$ cat src/rtl/hamming_pkg.sv
// rtl/hamming_pkg.sv - shared widths, codeword bit positions and lane status for the SECDED decoder
package hamming_pkg;

  localparam int CODE_W = 8;
  localparam int DATA_W = 4;

  // Codeword layout, MSB to LSB: {q, d3, d2, d1, d0, p2, p1, p0}
  localparam int BIT_Q  = 7;
  localparam int BIT_D3 = 6;
  localparam int BIT_D2 = 5;
  localparam int BIT_D1 = 4;
  localparam int BIT_D0 = 3;
  localparam int BIT_P2 = 2;
  localparam int BIT_P1 = 1;
  localparam int BIT_P0 = 0;

  // Syndrome values that point at a data bit; the remaining non-zero values name parity bits
  localparam logic [2:0] SYN_D3 = 3'b111;
  localparam logic [2:0] SYN_D2 = 3'b110;
  localparam logic [2:0] SYN_D1 = 3'b101;
  localparam logic [2:0] SYN_D0 = 3'b011;

  typedef struct packed {
    logic corr;
    logic uncorr;
  } lane_status_t;

endpackage

$ cat src/rtl/hamming_secded_lane.sv
// rtl/hamming_secded_lane.sv - combinational extended Hamming(8,4) decode of one lane
module hamming_secded_lane
  import hamming_pkg::*;
(
  input  logic [CODE_W-1:0] code,
  output logic [DATA_W-1:0] data,
  output lane_status_t      status
);

  logic [DATA_W-1:0] raw;
  logic [DATA_W-1:0] flip;
  logic [2:0]        syn;
  logic              ovr;

  always_comb begin
    raw    = code[BIT_D3:BIT_D0];
    syn    = {code[BIT_P2] ^ code[BIT_D3] ^ code[BIT_D2] ^ code[BIT_D1],
              code[BIT_P1] ^ code[BIT_D3] ^ code[BIT_D2] ^ code[BIT_D0],
              code[BIT_P0] ^ code[BIT_D3] ^ code[BIT_D1] ^ code[BIT_D0]};
    ovr    = ^code;
    flip   = '0;
    data   = raw;
    status = '0;

    case (syn)
      SYN_D3:  flip = 4'b1000;
      SYN_D2:  flip = 4'b0100;
      SYN_D1:  flip = 4'b0010;
      SYN_D0:  flip = 4'b0001;
      default: flip = '0;
    endcase

    // Odd overall parity means a single flip somewhere; syndrome 0 means it hit q
    if (ovr) begin
      status.corr = 1'b1;
      data        = raw ^ flip;
    end else if (syn != 3'b000) begin
      status.uncorr = 1'b1;
    end
  end

endmodule

$ cat src/rtl/hamming_secded_decoder.sv
// rtl/hamming_secded_decoder.sv - multi-lane SECDED decoder with one output register; counters under HAMMING_SECDED_ERR_CNT_EN
module hamming_secded_decoder
  import hamming_pkg::*;
#(
  parameter int LANES = 2,
  parameter int CNT_W = 16
) (
  input  logic                      clk,
  input  logic                      rst,
  input  logic                      in_valid,
  output logic                      in_ready,
  input  logic [CODE_W*LANES-1:0]   in_code,
  output logic                      out_valid,
  input  logic                      out_ready,
  output logic [DATA_W*LANES-1:0]   out_data,
  output logic [LANES-1:0]          out_corr,
  output logic [LANES-1:0]          out_uncorr,
  input  logic                      cnt_clr,
  output logic [CNT_W-1:0]          corr_cnt,
  output logic [CNT_W-1:0]          uncorr_cnt
);

  logic                    accept;
  logic [DATA_W*LANES-1:0] dec_data;
  logic [LANES-1:0]        dec_corr;
  logic [LANES-1:0]        dec_uncorr;

  assign in_ready = !out_valid || out_ready;
  assign accept   = in_valid && in_ready;

  for (genvar i = 0; i < LANES; i++) begin : g_lane
    lane_status_t st;

    hamming_secded_lane u_lane (
      .code   (in_code[CODE_W*i +: CODE_W]),
      .data   (dec_data[DATA_W*i +: DATA_W]),
      .status (st)
    );

    assign dec_corr[i]   = st.corr;
    assign dec_uncorr[i] = st.uncorr;
  end

  // Decoded values are captured only on accept, so idle garbage on in_code never reaches the registers
  always_ff @(posedge clk or posedge rst) begin
    if (rst) begin
      out_valid  <= 1'b0;
      out_data   <= '0;
      out_corr   <= '0;
      out_uncorr <= '0;
    end else if (accept) begin
      out_valid  <= 1'b1;
      out_data   <= dec_data;
      out_corr   <= dec_corr;
      out_uncorr <= dec_uncorr;
    end else if (out_ready) begin
      out_valid  <= 1'b0;
    end
  end

`ifdef HAMMING_SECDED_ERR_CNT_EN
  localparam int              POP_W   = $clog2(LANES + 1);
  localparam int              SUM_W   = CNT_W + POP_W;
  localparam logic [CNT_W-1:0] CNT_MAX = '1;

  function automatic logic [POP_W-1:0] popcount(input logic [LANES-1:0] v);
    logic [POP_W-1:0] n;
    n = '0;
    for (int k = 0; k < LANES; k++) begin
      n = n + POP_W'(v[k]);
    end
    return n;
  endfunction

  function automatic logic [CNT_W-1:0] sat_add(input logic [CNT_W-1:0] c, input logic [POP_W-1:0] n);
    logic [SUM_W-1:0] s;
    s = SUM_W'(c) + SUM_W'(n);
    return (s > SUM_W'(CNT_MAX)) ? CNT_MAX : s[CNT_W-1:0];
  endfunction

  // Clear takes priority, so events of a word accepted in the clear cycle are dropped
  always_ff @(posedge clk or posedge rst) begin
    if (rst) begin
      corr_cnt   <= '0;
      uncorr_cnt <= '0;
    end else if (cnt_clr) begin
      corr_cnt   <= '0;
      uncorr_cnt <= '0;
    end else if (accept) begin
      corr_cnt   <= sat_add(corr_cnt, popcount(dec_corr));
      uncorr_cnt <= sat_add(uncorr_cnt, popcount(dec_uncorr));
    end
  end
`else
  logic unused_cnt_clr;

  assign unused_cnt_clr = cnt_clr;
  assign corr_cnt       = '0;
  assign uncorr_cnt     = '0;
`endif

endmodule

$ cat config.mk
export PLATFORM = sky130hd
export DESIGN_NAME = hamming_secded_decoder
export DESIGN_NICKNAME = d
export VERILOG_FILES = /design/src/rtl/hamming_pkg.sv /design/src/rtl/hamming_secded_lane.sv /design/src/rtl/hamming_secded_decoder.sv
export SDC_FILE = /design/constraint.sdc
export NUM_CORES = 1
export LEC_CHECK = 0
export ABC_CLOCK_PERIOD_IN_PS = 1500
export CORE_MARGIN = 3
export CORE_UTILIZATION = 39
export DETAILED_ROUTE_END_ITERATION = 7
export GPL_ROUTABILITY_DRIVEN = 0
export PLACE_DENSITY = 0.87
export SETUP_SLACK_MARGIN = 0.3
export SLEW_MARGIN = 20
export SYNTH_ARGS = -nofsm -noshare
export SYNTH_HDL_FRONTEND = slang
export SYNTH_SLANG_ARGS = --single-unit
$ cat constraint.sdc
create_clock -name clk -period 1.5 [get_ports clk]
set_clock_uncertainty 0.05 [all_clocks]
set_input_delay 0.3 -clock clk [delete_from_list [all_inputs] [get_ports clk]]
set_output_delay 0.3 -clock clk [all_outputs]
set_load 0.05 [all_outputs]
==> results of run 1 <==
[cell usage in the layout, fill, tap and decap left out, types with 2 or more instances in the layout]
cell type	count
clkbuf_4	3
and3_2	2
nand2_1	13
a31oi_1	2
xnor2_4	14
nor3_1	2
buf_12	16
buf_6	13
o21ai_1	10
conb_1	32
xor2_2	4
or3_4	2
xor2_1	2
nor4b_4	2
clkbuf_2	2
xor2_4	3
o211ai_1	2
xnor2_2	2
clkdlybuf4s50_1	2
buf_4	34
buf_8	3
xnor2_1	3
dfrtp_1	12
buf_2	6
[sequential cells by signal (all words and copies together) (netlist names)]
register,flops
out_corr,2
out_data,8
out_uncorr,2
out_valid,1
[layout make-up]
cell class                      instances  share of cell area
Sequential cell                        13              0.1373
Multi-Input combinational cell        115              0.4766
Clock buffer                            4             0.01105
Timing Repair Buffer                   77              0.3514
Tap cell                               42             0.02209
Inverter                                1            0.001578
[timing repair]
item                                    in CTS  in global routing
gates resized for setup                    103                 24
pin swaps                                   30                 17
hold endpoints to repair                     0                  0
buffers inserted                             9                 12
endpoints found under the setup margin      25                 26
[worst max-delay path: stages]
cell,delay [ns]
buf_8,0.10
buf_6,0.12
xnor2_4,0.14
or3_4,0.39
and2_4,0.17
or3_1,0.36
a31oi_1,0.17
[kinds of logic after synthesis]
kind of cell / Yosys count / share of synthesized area
buffers and inverters: 37 / 0.2202
AND/OR/NAND/NOR: 33 / 0.1590
XOR/XNOR: 29 / 0.2467
AO/OA/AOI/OAI: 19 / 0.08868
flip-flops: 13 / 0.2650
multiplexers: 2 / 0.01733
other: 1 / 0.003055
[worst min-delay path by stage]
stage          from                       to  slack (ns)  depth (start not counted)
5_1_grt         rst  out_data[2]$_DFFE_PP0P_        0.15                          2
6_report        rst  out_data[2]$_DFFE_PP0P_        0.15                          2
3_3_place_gp    rst  out_data[2]$_DFFE_PP0P_        0.46                          2
4_1_cts         rst  out_data[2]$_DFFE_PP0P_        0.16                          2
3_5_place_dp    rst  out_data[2]$_DFFE_PP0P_        0.45                          2
2_1_floorplan   rst  out_corr[0]$_DFFE_PP0P_        0.13                          1
[through the flow]
stage	power [uW]	std cells	utilization
3_5_place_dp	1952	227	0.6825
4_1_cts	2344	240	0.7703
6_report	2503	252	0.8269
3_3_place_gp	1918	227	0.6825
5_1_grt	2617	252	0.8269
2_1_floorplan	1420	165	-
[power by group through the flow]
stage	logic [uW]	clock network, uW	registers (uW)
3_5_place_dp	1430	0	525
6_report	1770	218	519
3_3_place_gp	1390	0	524
4_1_cts	1610	219	518
5_1_grt	1840	250	527
2_1_floorplan	667	0	753
[layer usage]
metal  GRT usage  vias up  share of wire
met5           0        -              0
met4     0.03867        0          0.018
met3     0.05225        8          0.080
met2      0.3642       68           0.51
met1      0.1961      565           0.39
li1            -      538              -
==> results by group, run 1 <==
Run status
  • Status: complete, but fails checks
  • Failing checks: negative setup slack

Worst setup path
  • Crit path kind: in2reg
  • Worst r2r src: out_valid$_DFFE_PP0P_
  • Crit path capture: out_data[7]$_DFFE_PP0P_
  • Worst EP required: 1.64 ns
  • Reg2Reg Depth: 3
  • Crit path DAT: 1.75 ns
  • CP Max Fanout: 3
  • Startpoint Class: input pin
  • R2R setup slack: 0.27 ns
  • Crit path launch: in_code[12]
  • Worst setup EP type: flop
  • Reg-to-Reg End: out_data[5]$_DFFE_PP0P_

Clock network
  • Worst-skew pair later-pin latency: 0.28 ns
  • Total number of H-tree levels: 1
  • Clk root buf: clkbuf_4
  • Reg clk slew, reported paths: approximately 0.08 ns
  • Longest Clk Path Bufs: 2
  • Hold-fix buffers at CTS: 0
  • Num CTS Buffers: 3
  • CTS sink count: 13
  • CTS tree: done

Synth
  • Synth Area per Inst: 9.160 um^2
  • Synth Cell Area: 0.001227 mm^2
  • Synth area leader: dfrtp_1
  • Netlist cell types: 35
  • Yosys reg bits: 13
  • Ranking of synthesized cells by area: dfrtp_1 27%, buf_4 20%, xnor2_1 13%
  • Cell with the most instances after synthesis: buf_4
  • Synth top area share: 0.2650
  • Asr flop ratio synth: 1.000
  • Most instantiated cells after synthesis: 32 x buf_4, 18 x xnor2_1, 14 x nand2_1, 13 x dfrtp_1, 10 x o21ai_0
  • Fraction of the yosys area taken by sequential cells: 0.2650
  • EDFF count, synth: 0
  • Synth warn: 0
  • Ys flop type: dfrtp_1
  • Syn Inst Count: 134

STA
  • Final Slew Violations: 0
  • Unrepaired setup endpoints after global routing: yes
  • Final period utilization: 1.072
  • Final setup violation count: 2
  • Hold slack: 0.1529 ns
  • Worst setup margin: -0.1085 ns
  • Final Hold Fails: 0
  • Max Freq: 0.6217 GHz
  • TNS Setup: -0.1301 ns
  • Crit path time final: between 1.5 and 2 ns

Route
  • Avg WL per Cell: between 15 and 20 um
  • Vias: approximately 1,200
  • Final antenna-violating net count: 0
  • First-pass DRT Iterations: 4
  • Iter 0 DRT Violations: 41
  • Remaining DRCs: 0
  • Drt total wl: 4154 um
  • Via-to-Cell Ratio: about 4.7

Floorplanning
  • DIE WIDTH: 62.10 um
  • Chip height: ~62 um
  • Starting Density: 0.4267
  • Core footprint: about 0.0029 mm^2
  • Ports: 67
  • Die ar.: 0.003856 mm^2
  • Row cnt: 19

Cells and area
  • Area added between synthesis and finish: 93.78%
  • # fillers: 146
  • Final #Nets: between 200 and 250
  • Share of cells above drive strength 1: 0.5571
  • Final Cell Area: 0.002379 mm^2
  • ANT cells: 0
  • Area occupied by multi-input gates: 0.001134 mm^2
  • Register Area: ~330 um^2

Global route
  • Largest net degree at the start of global routing: 21
  • Tot GR Track Use: 0.1862
  • Vias in the first global route: 1,195
  • Initial antenna violation count: 0
  • Grt total ovfl: 0
  • Global-route wire length before repair: 5671 um

Power
  • Pwr per Cell Area: 1052 mW/mm^2
  • Combinational Power Share: 0.706
  • Lkg Pwr: 0.001085 uW
  • Net Switching: 1138 uW
  • Share of total power in the clock network: 0.087
  • P_int: between 1000 and 1500 uW
  • Net Sw Frac: 0.4546
  • Sequential Power Share: 0.207
  • Max IR drop VDD: approximately 0.0011 V

Hold path
  • HP Class: in2async

Placed design
  • Dpl cell area: 0.001963 mm^2
  • Setup slack at placement: -0.7395 ns
  • Port Buffer Count: 33
  • Post-DP HPWL: 2355 um

Run
  • Max-cap violations: 0
Note: power is estimated with default switching activity, not from simulation.
==> run 2: changes to the inputs <==
Settings changed: ABC_CLOCK_PERIOD_IN_PS 1500 to 1300, CORE_UTILIZATION 39 to 35, PLACE_DENSITY 0.87 to 0.82.
Clock period 1.5 ns to 1.3 ns, I/O delays scaled along.
==> run 2 against run 1 <==
  * The flow still finishes with violations (negative setup slack)
  * Critical path type unchanged
  * Non-clock buffer count is 6 lower
  * Sequential share of layout area is 0.34 points higher
  * Clock-buffer cell count did not move
  * Clock power increased by 16%
  * Cell count decreased by 1.6%
  * Register-to-register slack got worse by 0.27 ns
  * Hold slack better by 0.068 ns
  * Cell area down 2.4%
==> results by group, run 2 (synthesis results as in run 1) <==
Run status
  • Status: complete, but fails checks
  • Failing checks: negative setup slack

Global route
  • Tot GR Track Use: 0.1629
  • Largest net degree at the start of global routing: 21
  • Global-route wire length before repair: roughly 5300 um
  • Grt total ovfl: 0
  • Vias in the first global route: approximately 1,100
  • Initial antenna violation count: 0

Floorplanning
  • Ports: 67
  • DIE WIDTH: 65.22 um
  • Chip height: 65.22 um
  • Die ar.: 0.004254 mm^2
  • Row cnt: 20
  • Core footprint: 0.003203 mm^2
  • Starting Density: 0.3832

Cells and area
  • Commonest cells after routing, fill and taps aside: 32 x conb_1, 25 x buf_4, 17 x buf_12
  • ANT cells: 0
  • Most frequent standard cell in the layout excluding fill and tap cells: conb_1
  • Top reg by flops: out_data
  • Final #Nets: approximately 230
  • Number of flip-flops in the largest register: 8
  • Biggest regs: out_data: 8 flops, out_corr: 2 flops, out_uncorr: 2 flops
  • Share of cells above drive strength 1: 0.5392
  • Final Cell Area: 0.002321 mm^2
  • Area added between synthesis and finish: 89.09%

Worst setup path
  • Crit path DAT: between 1.5 and 2 ns
  • Startpoint Class: input pin
  • Reg-to-Reg End: out_uncorr[0]$_DFFE_PP0P_
  • Crit path kind: in2reg
  • Worst EP required: around 1.4 ns
  • Reg2Reg Depth: 4
  • CP Max Fanout: 2
  • Worst r2r src: out_valid$_DFFE_PP0P_
  • R2R setup slack: 0 ns
  • Worst setup EP type: flop

Clock network
  • CTS tree: done
  • Hold-fix buffers at CTS: 0
  • CTS sink count: 13
  • Clk root buf: clkbuf_4
  • Reg clk slew, reported paths: 0.08 ns
  • Num CTS Buffers: 3
  • Total number of H-tree levels: 1
  • Longest Clk Path Bufs: 2
  • Worst-skew pair later-pin latency: 0.28 ns

STA
  • TNS Setup: -0.8189 ns
  • Max Freq: 0.6536 GHz
  • Final Slew Violations: 0
  • Crit path time final: roughly 1.5 ns
  • Final Hold Fails: 0
  • Final setup violation count: 9
  • Hold slack: between 0.2 and 0.25 ns
  • Final period utilization: 1.177
  • Worst setup margin: -0.2300 ns
  • Unrepaired setup endpoints after global routing: yes

Route
  • Iter 0 DRT Violations: 25
  • First-pass DRT Iterations: 3
  • Final antenna-violating net count: 0
  • Vias: around 1,100
  • Drt total wl: 3370 um
  • Via-to-Cell Ratio: roughly 4.3
  • Avg WL per Cell: around 14 um
  • Remaining DRCs: 0

Power
  • Max IR drop VDD: around 0.00096 V
  • Lkg Pwr: 0.001061 uW
  • Pwr per Cell Area: 1214 mW/mm^2

Hold path
  • HP Class: in2async

Placed design
  • Dpl cell area: a little under 0.002 mm^2
  • Setup slack at placement: -0.9201 ns
  • Post-DP HPWL: approximately 2100 um
  • Port Buffer Count: 33

Run
  • Max-cap violations: 0
[run 2: what timing repair did]
item	4_1_cts	5_1_grt
gates cloned	0	0
pin swaps	27	20
endpoints found under the setup margin	26	26
resized for setup	106	22
buffers inserted	14	2
[run 2: stage by stage]
stage,power (uW),instances,util
6_report,2817,248,0.7246
5_1_grt,2957,248,0.7246
4_1_cts,2715,246,0.6961
3_5_place_dp,2213,228,0.6016
3_3_place_gp,2191,228,0.6016
2_1_floorplan,1615,165,-
[run 2: final cells by class]
| class | instances | area [um^2] |
|---|---|---|
| Multi-Input combinational cell | 115 | 1091 |
| Fill cell | 213 | 882.1 |
| Timing Repair Buffer | 71 | 818.3 |
| Sequential cell | 13 | 326.6 |
| Tap cell | 44 | 55.05 |
| Clock buffer | 4 | 26.28 |
| Inverter | 1 | 3.754 |
[run 2: how the worst max path moves through the flow]
stage,cells after the start,from,endpoint
global route,7,in_code[13],out_data[7]$_DFFE_PP0P_
CTS,6,in_code[13],out_data[7]$_DFFE_PP0P_
finish,7,in_code[13],out_data[7]$_DFFE_PP0P_
global placement,6,in_code[12],out_data[7]$_DFFE_PP0P_
detailed placement,6,in_code[12],out_data[7]$_DFFE_PP0P_
floorplan,6,in_code[8],out_data[7]$_DFFE_PP0P_
[run 2: routing by layer]
layer / track usage / vias to the layer above / share of wire
li1: - / 525 / -
met1: 0.1959 / 498 / 0.36
met2: 0.2882 / 46 / 0.56
met3: 0.04957 / 4 / 0.069
met4: 0.02850 / 0 / 0.011
met5: 0 / - / 0
[run 2: critical path, stage by stage]
cell     delay, ns
buf_8         0.10
buf_12        0.12
xnor2_4       0.13
or3_4         0.40
and2_4        0.15
or3_1         0.35
a31oi_1       0.16
[run 2: report_power, final]
part | switching, uW | internal (uW) | total (uW)
combinational | 1020 | 938 | 1960
sequential | 109 | 495 | 603
clock | 133 | 119 | 252
==> run 3: changes to the inputs <==
Settings changed: SLEW_MARGIN 20 to not set.
==> results of run 3 <==
The final DEF is identical to that of run 2; final timing and power are the same.
==> variant 1: new RTL, settings of run 3 <==
Build with the macro `HAMMING_SECDED_ERR_CNT_EN` defined.
--- a/src/rtl/hamming_secded_decoder.sv
+++ b/src/rtl/hamming_secded_decoder.sv
@@ -1,4 +1,6 @@
 // rtl/hamming_secded_decoder.sv - multi-lane SECDED decoder with one output register; counters under HAMMING_SECDED_ERR_CNT_EN
+`define HAMMING_SECDED_ERR_CNT_EN
+
 module hamming_secded_decoder
   import hamming_pkg::*;
 #(
Behaviour: not the same (Yosys sat finds a counterexample within 4 cycles, from zero or initial values and one cycle with rst high).
==> variant 1 against run 3 <==
- the run still ends with negative setup slack left
- wire length grew to 4.3 times the old value
- cell area grew to 2.8 times the old value
- synthesized area is 130% higher
- first-iteration DRC count grew to 11 times the old value
- fmax is 48% lower
- die area is 110% higher
- count of clock-buffer cells in the layout is 3 higher
- sequential cell count is 32 higher
- power is 100% higher
- setup slack worse by 1.4 ns
- highest routed layer unchanged
==> variant 1: results (changes against run 3) <==
{| class="wikitable"
! Metric !! Value
|-
| Total routing usage reported by global routing || 0.272 (+0.109)
|-
| Critical path data arrival time || 3.15 ns (+1.48 ns)
|-
| Source-to-sink clock delay at the later pin of the worst-skew pair || 0.32 ns (+0.04 ns)
|-
| Total global routing overflow || 0 (unchanged)
|-
| Hpwl dp || 6650 µm (+220%)
|-
| Static Leak || 2.84 nW (+170%)
|-
| First-pass GRT wire length || 19000 µm (+260%)
|-
| Crit path max-delay family || simple AND/OR/NAND/NOR gates
|-
| Synth Instances || 312 (+130%)
|-
| Number of port buffers || 66 (+100%)
|-
| Reg-to-reg slack, setup || -1.17 ns (-1.17 ns)
|-
| Clock-pin slew on the worst setup and hold paths || 0.10 ns (+0.02 ns)
|-
| Leading cell types by total area after synthesis || dfrtp_1 40%, xor2_1 4.4%, nand2_1 3.7%
|-
| Part of the Yosys area used for sequential elements || 0.401 (+0.136)
|-
| Slowest CP cell || or4b_4
|-
| H-tree levels || 2 (+1)
|-
| CTS Buf Count || 5 (+2)
|-
| Outcome || complete, but fails checks
|-
| Worst setup margin || -1.66 ns (-1.43 ns)
|-
| Largest net degree at the start of global routing || 46 (+120%)
|-
| Worst min-delay path category || in -> reg
|-
| Drt first pass iters || 5 (+2)
|-
| Total via count after detailed routing || 3769 (+250%)
|-
| Non-filler instance count after layout || 642 (+160%)
|-
| Setup violation total in the final timing report || 71 (+62)
|-
| Library cells used by synthesis || 48 (+37%)
|-
| Proportion of layout cells with a drive suffix above 1 || 0.650 (+0.111)
|-
| Violations in the final reports || negative setup slack
|-
| Number of antenna cells inserted || 0 (unchanged)
|-
| Commonest cells in the synthesized netlist || 45 x dfrtp_1, 28 x nand2_1, 27 x nor2_1, 20 x nor3_1
|-
| Root cell of the clock tree || clkbuf_8
|-
| CP peak stage delay || 0.52 ns (+0.12 ns)
|-
| Fillcell total || 358 (+68%)
|-
| Number of nets in the finished design || 565 (+150%)
|-
| Registers with the most flip-flops || corr_cnt x16, uncorr_cnt x16, out_data x8
|-
| Iteration-0 DRC count of the detailed router || 284 (+1000%)
|-
| Peak supply drop || 0.000559 V (-41%)
|-
| Largest fanout on the critical path || 7 (+5)
|-
| Initial antenna violation count || 0 (unchanged)
|-
| Post-DR wirelength/cell || 22.6 µm (+66%)
|-
| Yosys warning count || 0 (unchanged)
|}
-- variant 1: changes by cell type after synthesis, moves of 10 or more --
cell / before / now
nor3_1: 3 / 20
and3_1: 0 / 10
nor2_1: 1 / 27
buf_4: 32 / 1
a31oi_1: 2 / 12
dfrtp_1: 13 / 45
inv_1: 1 / 11
nand2_1: 14 / 28
nand3_1: 1 / 14
-- variant 1: worst min-delay path: cells and delay by family --
family	cells	cell delay, ns
compound gates	2	0.13
buf+inv	1	0.14
-- variant 1: timing repair --
action                                  CTS  global route
setup buffers                            41            21
endpoints found under the setup margin   90            90
gates resized for setup                 186            74
gates cloned                              2             0
endpoints found under the hold margin     0             0
pin swaps                                52            43
-- variant 1: power by group --
group          switching, mW  total, mW  internal [mW]  leakage [nW]
logic                   1.45       2.98           1.53          2.19
clock network          0.540       1.02          0.482        0.0542
registers              0.123       1.63           1.51         0.597
-- variant 1: path summary, 6_finish.rpt --
kind	from	depth (start not counted)	end
max in group asynchronous	rst	3	corr_cnt[1]
worst max register to register	uncorr_cnt[0]	10	uncorr_cnt[10]
worst max-delay path	in_code[5]	16	uncorr_cnt[10]
worst min-delay path	in_code[4]	3	out_data[1]
worst min register to register	out_data[0]	2	out_data[0]
min in group asynchronous	rst	3	corr_cnt[10]
-- variant 1: through the flow --
step | hold slack, ns | TNS [ns] | setup slack (ns) | instance area (µm²)
4_1_cts | 0.227 | -44.25 | -1.46 | 5950
3_3_place_gp | 0.481 | -70.91 | -2.12 | 5000
2_1_floorplan | 0.221 | -42.79 | -1.42 | 3040
5_1_grt | 0.221 | -53.74 | -1.72 | 6450
6_report | 0.212 | -51.07 | -1.66 | 6450
3_5_place_dp | 0.492 | -74.52 | -2.28 | 5000
-- variant 1: area by class of cell --
class                           instances  area (µm²)  area share
Multi-Input combinational cell        244        2350       0.364
Clock buffer                            7        96.3      0.0149
Clock inverter                          1        5.00    0.000776
Sequential cell                        45        1130       0.175
Inverter                               11        45.0     0.00699
Tap cell                              102         128      0.0198
Timing Repair Buffer                  232        2690       0.418
-- variant 1: kinds of logic (layout without fill, tap and decap cells) --
logic type,count (synthesis),count (layout),synth area share
DFF,45,45,0.401
AOI/OAI and AO/OA,65,65,0.150
adders and majority gates,5,5,0.0277
xor gates and xnor gates,28,28,0.0928
buffers and inverters,24,251,0.0370
muxes,8,8,0.0285
and+or+nand+nor,137,138,0.262
-- variant 1: per-layer routing --
metal / track usage / vias to the layer above / wire (µm)
met5: 0 / - / 0
met4: 0.165 / 0 / 882
met3: 0.0560 / 96 / 1010
met2: 0.488 / 254 / 7600
met1: 0.291 / 1821 / 5010
li1: - / 1598 / -
==> variant 2: new RTL, settings of run 3 <==
Without the edit above. Change the parameter `CNT_W` from 16 to 32.
--- a/src/rtl/hamming_secded_decoder.sv
+++ b/src/rtl/hamming_secded_decoder.sv
@@ -3,7 +3,7 @@
   import hamming_pkg::*;
 #(
   parameter int LANES = 2,
-  parameter int CNT_W = 16
+  parameter int CNT_W = 32
 ) (
   input  logic                      clk,
   input  logic                      rst,
Ports: changed (resized corr_cnt and uncorr_cnt); port bits go from 67 to 99. No check against the original RTL was run, so the function may have changed too.
==> variant 2 against run 3 <==
- the flow still finishes with violations (negative setup slack)
- clock power rose by 43%
- sequential share of layout area fell by 0.70 points
- power rose by 12%
- synthesized area rose by 20%
- wire length rose by 13%
- final cell count rose by 16%
- register-to-register slack improved by 0.08 ns
- sequential cell count did not move
- core utilization fell by 9.1 points
- cell area rose by 5.2%
- setup slack got worse by 0.028 ns
- critical endpoint unchanged
- largest cell class unchanged
- largest power group unchanged
==> variant 2: results (changes against run 3) <==
{| class="wikitable"
! Metric !! Value
|-
| CTS Buf Count || 3 (unchanged)
|-
| R2R cell count || 5 (+1)
|-
| CP peak stage delay || 0.47 ns (+0.07 ns)
|-
| Worst setup margin || -0.258 ns (-0.0280 ns)
|-
| Post-Place Setup Slack || -0.936 ns (-0.0161 ns)
|-
| Commonest cells in the synthesized netlist || 64 x buf_4, 18 x xnor2_1, 14 x nand2_1, 13 x dfrtp_1, 10 x o21ai_0
|-
| Proportion of layout cells with a drive suffix above 1 || 0.479 (-0.0600)
|-
| Iteration-0 DRC count of the detailed router || 10 (-60%)
|-
| Non-filler instance count after layout || 288 (+16%)
|-
| Post-DR wirelength/cell || 13.3 µm (-2.4%)
|-
| Static Leak || 1.17 nW (+10%)
|-
| Root cell of the clock tree || clkbuf_8
|-
| Peak supply drop || 0.00107 V (+12%)
|-
| Critical path data arrival time || about 1.7 ns
|-
| Drt first pass iters || 4 (+1)
|-
| Post-synth top flop || dfrtp_1
|-
| Critical path origin || in_code[12]
|-
| First-pass GRT wire length || 5270 µm (-1.3%)
|-
| Largest fanout on the critical path || 3 (+1)
|-
| Reg-to-reg slack, setup || 0.08 ns (+0.08 ns)
|-
| Part of the Yosys area used for sequential elements || 0.222 (-0.0434)
|-
| Crit path max-delay family || XOR/XNOR gates
|-
| Hpwl dp || 2510 µm (+20%)
|-
| Clock-pin slew on the worst setup and hold paths || 0.05 ns (-0.03 ns)
|-
| Source-to-sink clock delay at the later pin of the worst-skew pair || 0.25 ns (-0.03 ns)
|-
| Largest reg by FF count || out_data
|-
| Setup violation total in the final timing report || 11 (+2)
|-
| Leading cell types by total area after synthesis || buf_4 33%, dfrtp_1 22%, xnor2_1 11%
|-
| Registers with the most flip-flops || out_data x8, out_corr x2, out_uncorr x2
|-
| Library cells used by synthesis || 35 (unchanged)
|-
| Via count of the first global-routing pass || 1113 (-0.63%)
|-
| Vias per inst || 4.11 (-5.0%)
|-
| Number of nets in the finished design || 262 (+16%)
|-
| Worst min-delay path category || in -> async
|-
| Violations in the final reports || negative setup slack
|-
| FF-to-FF End || out_data[7]
|-
| Avg Synthesized Cell Area || 8.84 µm² (-3.5%)
|-
| Outcome || complete, but fails checks
|-
| Total routing usage reported by global routing || 0.133 (-0.0294)
|-
| Clock buffer depth || 2 (unchanged)
|-
| Slowest CP cell || xnor3_2
|}
## variant 2: where the power goes
group / switching (mW) / total, mW / internal, mW / leakage (nW)
registers: 0.110 / 0.606 / 0.496 / 0.157
logic: 1.26 / 2.20 / 0.935 / 0.992
clock network: 0.145 / 0.361 / 0.217 / 0.0228
total: 1.51 / 3.16 / 1.65 / 1.17
## variant 2: what timing repair did
action,4_1_cts,5_1_grt
hold endpoints to repair,0,0
setup buffers,16,4
gates cloned,0,0
pin swaps,27,22
endpoints found under the setup margin,26,26
gates resized for setup,101,18
hold buffers,0,0
## variant 2: routing by layer
| metal | global-route usage | up-vias | wire length [µm] | part of all wire |
|---|---|---|---|---|
| met5 | 0 | - | 0 | 0 |
| met4 | 0.0459 | 0 | 137 | 0.036 |
| met3 | 0.0412 | 13 | 321 | 0.084 |
| met2 | 0.242 | 66 | 2040 | 0.53 |
| met1 | 0.146 | 542 | 1330 | 0.35 |
| li1 | - | 563 | - | - |
## variant 2: logic make-up after synthesis
logic type / count (synthesis) / synth area share
AOI/OAI and AO/OA: 19 / 0.0742
xor gates and xnor gates: 29 / 0.206
buffers and inverters: 69 / 0.348
DFF: 13 / 0.222
muxes: 2 / 0.0145
other: 1 / 0.00256
and+or+nand+nor: 33 / 0.133
## variant 2: stage by stage
step                      cell area, µm²  setup TNS, ns   util  hold WS (ns)
after detailed placement            2050          -9.38  0.532         0.493
after global routing                2440          -2.05  0.634         0.273
after floorplan                     1890          -1.20      -        0.0869
final                               2440          -1.49  0.634         0.257
after global placement              2050          -8.70  0.532         0.481
after CTS                           2340          -1.03  0.607         0.267
## variant 2: layout make-up
cell class	count	area, µm²
timing repair buffer	75	820
fill	287	1410
tap	48	60.1
inverter	1	3.75
sequential	13	327
multi-input combinational	147	1190
clock buffer	4	45.0
